## src/rtl/mc_arb_pkg.sv

```systemverilog
// Shared types and helpers for the per-channel rank arbiter.
package mc_arb_pkg;

  typedef enum logic [1:0] {
    READ  = 2'd0,
    RD2WR = 2'd1,
    WRITE = 2'd2,
    WR2RD = 2'd3
  } arb_state_e;

  // Width that holds the sum of n counters, each at most depth.
  function automatic int unsigned cnt_w(input int unsigned depth, input int unsigned n);
    return $clog2(depth * n) + 1;
  endfunction

endpackage

```

## src/rtl/multi_rank_channel_arbiter_rr_pick.sv

```systemverilog
// Round-robin find-first: first set request at or after ptr, wrapping.
module rr_pick #(
  parameter int unsigned N  = 2,
  parameter int unsigned IW = 1
) (
  input  logic [N-1:0]  req,
  input  logic [IW-1:0] ptr,
  output logic          valid_c,
  output logic [IW-1:0] idx_c
);

  logic [IW-1:0] cand;

  // Scan from the pointer and latch the first hit.
  always_comb begin
    valid_c = 1'b0;
    idx_c   = '0;
    cand    = '0;
    for (int unsigned k = 0; k < N; k++) begin
      cand = IW'((32'(ptr) + k) % N);
      if (!valid_c && req[cand]) begin
        valid_c = 1'b1;
        idx_c   = cand;
      end
    end
  end

endmodule

```

## src/rtl/multi_rank_channel_arbiter.sv

```systemverilog
// Channel arbiter: owns read/write mode, turnaround, and one-at-a-time
// CMD / CMD+DQ grants to the rank controllers.
// Optional statistics outputs enabled by MULTI_RANK_ARB_STATS_EN.
module multi_rank_channel_arbiter
  import mc_arb_pkg::*;
#(
  parameter int unsigned NUM_RANK           = 2,
  parameter int unsigned READCMDQUEUEDEPTH  = 8,
  parameter int unsigned WRITECMDQUEUEDEPTH = 8,
  parameter int unsigned WR_HIGH_WM         = 6,
  parameter int unsigned WR_LOW_WM          = 2,
  parameter int unsigned tRTW               = 6,
  parameter int unsigned tWTR               = 8,
  parameter int unsigned STARVE_LIMIT       = 64
) (
  input  logic                                              clk,
  input  logic                                              rst,
  input  logic [NUM_RANK-1:0]                               rank_rd_ready,
  input  logic [NUM_RANK-1:0]                               rank_wr_ready,
  input  logic [NUM_RANK*$clog2(READCMDQUEUEDEPTH)-1:0]     rank_rd_cnt,
  input  logic [NUM_RANK*$clog2(WRITECMDQUEUEDEPTH)-1:0]    rank_wr_cnt,
  input  logic [NUM_RANK-1:0]                               rank_fsm_wait,
  input  logic [NUM_RANK-1:0]                               rank_cmd_ack,
  input  logic [NUM_RANK-1:0]                               rank_rdwr_ack,
  output logic [NUM_RANK-1:0]                               cmd_grant,
  output logic [NUM_RANK-1:0]                               dq_grant,
  output logic                                              write_mode,
  output logic                                              turnaround
`ifdef MULTI_RANK_ARB_STATS_EN
  ,
  output logic [31:0]                                       stat_switches,
  output logic [31:0]                                       stat_starve_switch
`endif
);

  localparam int unsigned WRCW = $clog2(WRITECMDQUEUEDEPTH);
  localparam int unsigned TOTW = cnt_w(WRITECMDQUEUEDEPTH, NUM_RANK);
  localparam int unsigned IW   = (NUM_RANK > 1) ? $clog2(NUM_RANK) : 1;
  localparam int unsigned TMAX = (tWTR > tRTW) ? tWTR : tRTW;
  localparam int unsigned TCW  = $clog2(TMAX + 1);
  localparam int unsigned SCW  = $clog2(STARVE_LIMIT + 1);

  arb_state_e          state_q, state_d;
  logic [TCW-1:0]      turn_q, turn_d;
  logic [SCW-1:0]      starve_q, starve_d;
  logic [IW-1:0]       rr_ptr_q, rr_ptr_d;
  logic [IW-1:0]       gidx_q, gidx_d;
  logic [NUM_RANK-1:0] cmd_grant_q, cmd_grant_d;
  logic [NUM_RANK-1:0] dq_grant_q, dq_grant_d;
  logic                write_mode_q, write_mode_d;
  logic                turnaround_q, turnaround_d;

  logic [TOTW-1:0]     wr_total;
  logic [NUM_RANK-1:0] mode_ready;
  logic                grant_live, grant_end, can_move;
  logic                starve_hit, go_write, go_read, leave, starve_sw;
  logic                pick_valid;
  logic [IW-1:0]       pick_idx;

  // Read counts are not needed for mode decisions.
  logic unused_rd_cnt;
  assign unused_rd_cnt = ^rank_rd_cnt;

  // Total queued writes across the channel.
  always_comb begin
    wr_total = '0;
    for (int unsigned r = 0; r < NUM_RANK; r++) begin
      wr_total = wr_total + TOTW'(rank_wr_cnt[r*WRCW +: WRCW]);
    end
  end

  rr_pick #(.N(NUM_RANK), .IW(IW)) u_pick (
    .req     (mode_ready),
    .ptr     (rr_ptr_q),
    .valid_c (pick_valid),
    .idx_c   (pick_idx)
  );

  // Mode switch conditions and grant lifetime.
  always_comb begin
    mode_ready = (state_q == WRITE) ? rank_wr_ready : rank_rd_ready;
    grant_live = |(cmd_grant_q | dq_grant_q);
    grant_end  = grant_live & (rank_cmd_ack[gidx_q] | rank_rdwr_ack[gidx_q] | ~mode_ready[gidx_q]);
    can_move   = ~grant_live | grant_end;
    starve_hit = (starve_q == SCW'(STARVE_LIMIT));
    go_write   = (wr_total >= TOTW'(WR_HIGH_WM)) | (~|rank_rd_ready & |rank_wr_ready) | starve_hit;
    go_read    = |rank_rd_ready & ((wr_total <= TOTW'(WR_LOW_WM)) | ~|rank_wr_ready);
  end

  // Next-state: FSM, turnaround/starve counters, grant register.
  always_comb begin
    state_d      = state_q;
    turn_d       = turn_q;
    starve_d     = starve_q;
    rr_ptr_d     = rr_ptr_q;
    gidx_d       = gidx_q;
    cmd_grant_d  = cmd_grant_q;
    dq_grant_d   = dq_grant_q;
    write_mode_d = write_mode_q;
    turnaround_d = turnaround_q;
    leave        = 1'b0;
    starve_sw    = 1'b0;

    case (state_q)
      READ: begin
        if (|rank_wr_ready && !starve_hit) starve_d = starve_q + 1'b1;
        if (go_write && can_move) begin
          state_d      = RD2WR;
          turn_d       = TCW'(tRTW);
          starve_d     = '0;
          write_mode_d = 1'b1;
          turnaround_d = 1'b1;
          leave        = 1'b1;
          starve_sw    = starve_hit;
        end
      end
      WRITE: begin
        if (go_read && can_move) begin
          state_d      = WR2RD;
          turn_d       = TCW'(tWTR);
          write_mode_d = 1'b0;
          turnaround_d = 1'b1;
          leave        = 1'b1;
        end
      end
      RD2WR, WR2RD: begin
        turn_d = turn_q - 1'b1;
        if (turn_q <= TCW'(1)) begin
          state_d      = (state_q == RD2WR) ? WRITE : READ;
          turn_d       = '0;
          turnaround_d = 1'b0;
        end
      end
      default: state_d = READ;
    endcase

    // Hold a live grant until ack or ready drop; pick again only from idle.
    if (grant_live) begin
      if (grant_end) begin
        cmd_grant_d = '0;
        dq_grant_d  = '0;
        rr_ptr_d    = (gidx_q == IW'(NUM_RANK - 1)) ? '0 : gidx_q + 1'b1;
      end
    end else if ((state_q == READ || state_q == WRITE) && !leave && pick_valid) begin
      gidx_d = pick_idx;
      if (rank_fsm_wait[pick_idx]) cmd_grant_d[pick_idx] = 1'b1;
      else                         dq_grant_d[pick_idx]  = 1'b1;
    end
  end

  // State and output registers.
  always_ff @(posedge clk) begin
    if (rst) begin
      state_q      <= READ;
      turn_q       <= '0;
      starve_q     <= '0;
      rr_ptr_q     <= '0;
      gidx_q       <= '0;
      cmd_grant_q  <= '0;
      dq_grant_q   <= '0;
      write_mode_q <= 1'b0;
      turnaround_q <= 1'b0;
    end else begin
      state_q      <= state_d;
      turn_q       <= turn_d;
      starve_q     <= starve_d;
      rr_ptr_q     <= rr_ptr_d;
      gidx_q       <= gidx_d;
      cmd_grant_q  <= cmd_grant_d;
      dq_grant_q   <= dq_grant_d;
      write_mode_q <= write_mode_d;
      turnaround_q <= turnaround_d;
    end
  end

  assign cmd_grant  = cmd_grant_q;
  assign dq_grant   = dq_grant_q;
  assign write_mode = write_mode_q;
  assign turnaround = turnaround_q;

`ifdef MULTI_RANK_ARB_STATS_EN
  logic [31:0] stat_sw_q, stat_sw_d;
  logic [31:0] stat_starve_q, stat_starve_d;

  // Saturating event counters for turnaround entries and starvation switches.
  always_comb begin
    stat_sw_d     = stat_sw_q;
    stat_starve_d = stat_starve_q;
    if (leave && stat_sw_q != 32'hFFFF_FFFF)         stat_sw_d     = stat_sw_q + 32'd1;
    if (starve_sw && stat_starve_q != 32'hFFFF_FFFF) stat_starve_d = stat_starve_q + 32'd1;
  end

  // Statistics registers.
  always_ff @(posedge clk) begin
    if (rst) begin
      stat_sw_q     <= '0;
      stat_starve_q <= '0;
    end else begin
      stat_sw_q     <= stat_sw_d;
      stat_starve_q <= stat_starve_d;
    end
  end

  assign stat_switches      = stat_sw_q;
  assign stat_starve_switch = stat_starve_q;
`endif

endmodule

```

## config.mk

```make
export PLATFORM = sky130hd
export DESIGN_NAME = multi_rank_channel_arbiter
export DESIGN_NICKNAME = d
export VERILOG_FILES = /design/src/rtl/mc_arb_pkg.sv /design/src/rtl/multi_rank_channel_arbiter_rr_pick.sv /design/src/rtl/multi_rank_channel_arbiter.sv
export SDC_FILE = /design/constraint.sdc
export NUM_CORES = 1
export LEC_CHECK = 0
export CAP_MARGIN = 20
export CORE_MARGIN = 10
export CORE_UTILIZATION = 45
export DETAILED_ROUTE_END_ITERATION = 8
export PLACE_DENSITY = 0.81
export SLEW_MARGIN = 20
export SYNTH_ARGS = -nofsm -noshare
export SYNTH_HDL_FRONTEND = slang
export SYNTH_SLANG_ARGS = --single-unit
```

## constraint.sdc

```tcl
create_clock -name clk -period 2.2 [get_ports clk]
set_input_delay 0.44 -clock clk [delete_from_list [all_inputs] [get_ports clk]]
set_output_delay 0.44 -clock clk [all_outputs]
set_load 0.01 [all_outputs]
```

==> flow_metrics.tcl <==
set metrics [dict create \
    grt_overflow 0 \
    cp-end-kind "flop" \
    area_growth_pct 41.3 \
    synth_top_flop_cell "dfxtp_1" \
    reg2reg_slack_ns 0.08 \
    worst-path-max-fanout 4 \
    ir_drop_uv 560 \
    start_kind "primary input" \
    setup_viol 0 \
    wl_per_cell_um 17.5 \
    finalSetupTns_ns 0 \
    static-leakage-power_nw 0.786 \
    crit_required_ns 2.42 \
    postSynthAreaPerCell_um2 8.53 \
    postRouteAntennaNets 0 \
    dr.pass1.iters 4 \
    cap_violations 0 \
    final_area_mm2 0.00189 \
    whs_ns 0.482 \
    insertion_delay_ns 0.31 \
    timing.final.crit_period_ns 2.17 \
    powerDensity_mw_per_mm2 942 \
    seq_area_frac_synth_pct 31.4 \
    core_mm2 0.00281 \
    die_x_um 74.5 \
    r2r_end "state_q[1]" \
    path_cells "buf_6 -> ha_4 -> fa_2 -> xnor2_2 -> nand2b_4 -> nand4_1 -> buf_4 -> a21oi_4 -> nor3_2 -> o31ai_1" \
    rsz0062_at_grt "true" \
    clock_skew_ns 0.00227 \
    worst_slack_ns 0.0281 \
    cts_inserted_buffers 3 \
    hold_viol_final 0 \
    gp_congestion 0.918 \
    clockRootBuffer "clkbuf_4" \
    cts_tree "done" \
    routed.top_layer "met4" \
    antenna_cells 0 \
    grt_use_total_pct 15.1 \
    grt_pass1_vias 1420 \
    ios 30 \
    die_h_um 74.5 \
    worst-setup-path-type "in2reg" \
    wl_met2_um 2130 \
    hold_start "turnaround" \
    ys_top_cells_by_area "dfxtp_1 (31%), ha_1 (10%), nor2_1 (4.5%)" \
    fillers 238 \
    place_area_mm2 0.00174 \
    synth_largest_area_cell "dfxtp_1" \
    clk_pin_slew_ns 0.12 \
    drc 0 \
    ys_async_sr_fraction_pct 0 \
    slew_headroom_pct 67.5 \
    drt-total-wl_um 4080 \
    dpl.hpwl_um 3100 \
    syn_inst 157 \
    ys_warn_count 0 \
    die-area_mm2 0.00556 \
    cts_sinks 21 \
    synth_edf_count 0 \
    holdPathEnd "turnaround" \
    drive_above_1_share_pct 25.2 \
    wl_met3_um 224 \
    whs_path_depth 2 \
    final_cell_mix "dfxtp_1 (19), buf_4 (19), clkdlybuf4s50_1 (17)" \
    tightestPinTransition_ns 0.483 \
    ys_ff_latch 21 \
    htreeDepth 1 \
    synth_area_mm2 0.00134 \
    hold_class "reg2reg" \
    critical_path.max_stage_delay_ns 0.41 \
    finalMaxSlewViolations 0 \
    num_rows 19 \
    fin_util_pct 67.4 \
    path_buf_inv 2 \
    start_util_pct 47.7 \
    grt_pass1_wl_um 6730 \
    cts_buffer_depth 2 \
    rr_worst_depth 8 \
    clock.fmax_mhz 460 \
    ys_types 50 \
    crit_family "adder cells" \
    dp_slack_ns -0.567 \
    vias 1397 \
    status "finished, final reports clean" \
    yosys.area.top_type_share_pct 31.4 \
    critical-path-slowest-cell "fa_2" \
    finalCritPeriodShare_pct 98.7 \
    vias_per_cell 6.00 \
    r2r_start "state_q[0]" \
    syn_nets 193 \
    worstPathArrival_ns 2.40 \
    grt_max_degree 15 \
    port_buffers 23 \
    nNetsFinal 239 \
    wl_met1_um 1610 \
    drtIter0Drc 89 \
    grt_antenna_before_repair 0 \
]
cells in the mapped netlist, types with 2 or more instances:
cell type and n:
a21bo_2 2, a21oi_1 9, a31oi_1 3, and4_1 2
dfxtp_1 21, ha_1 11, inv_1 9, nand2_1 10
nand2b_1 3, nand3_1 5, nand4_1 5, nor2_1 16
nor3_1 7, nor4_1 2, o21ai_0 2, o21ai_1 5
o31ai_1 7, or4_1 2, xor2_1 5
through the flow:
stage	std cells	power, mW
2_1_floorplan	157	1.12
3_3_place_gp	226	1.42
3_5_place_dp	226	1.47
4_1_cts	232	1.69
5_1_grt	233	1.91
6_report	233	1.78
how the worst max path moves through the flow:
stage,from,end,cells after the start
global route,rank_wr_cnt[0],state_q[1],10
global placement,rank_wr_cnt[0],dq_grant[1],8
floorplan,state_q[0],state_q[1],9
detailed placement,rank_wr_cnt[0],dq_grant[1],9
finish,rank_wr_cnt[0],state_q[1],10
CTS,rank_wr_cnt[3],dq_grant[1],8
state kept, by name, indices dropped and copies added, names as in the netlist:
name,flops
cmd_grant,2
dq_grant,2
gidx_q,1
rr_ptr_q,1
starve_q,7
state_q,2
turn_q,4
turnaround,1
write_mode,1
repair_timing:
action / 4_1_cts / 5_1_grt
resized for setup: 11 / 19
pin swaps: 7 / 12
hold buffers: 0 / 0
setup buffers: 3 / 2
endpoints found under the setup margin: 15 / 13
kinds of logic after synthesis:
kind of cell | share of synthesized area, %
adders and majority gates | 11.8
and+or+nand+nor | 22.8
AOI/OAI and AO/OA | 23.5
DFF | 31.4
xor gates and xnor gates | 3.93
muxes | 2.71
buffers and inverters | 3.92
routing by layer:
layer	vias up	track usage, %
met5	-	0
met4	0	5.67
met3	12	2.93
met2	45	28.0
met1	668	16.6
li1	672	-
where the power goes:
part	total (mW)	leakage (nW)	switching, mW	internal, mW
logic	1.03	0.595	0.549	0.485
clock network	0.192	0.0177	0.124	0.0678
registers	0.556	0.173	0.0820	0.474
total	1.78	0.786	0.755	1.03
tightest hold or removal path: cells and delay by family (launching register included):
family | cells | cell delay [ns]
compound gates | 2 | 0.12
flops | 1 | 0.33
area by class of cell:
type	instances	area (um2)	area share [%]
Inverter	10	37.5	1.98
Tap cell	31	38.8	2.05
Clock inverter	1	5.00	0.265
Sequential cell	21	425	22.5
Multi-Input combinational cell	124	972	51.4
Clock buffer	3	22.5	1.19
Timing Repair Buffer	43	390	20.6
Note: power is estimated with default switching activity, not from simulation.
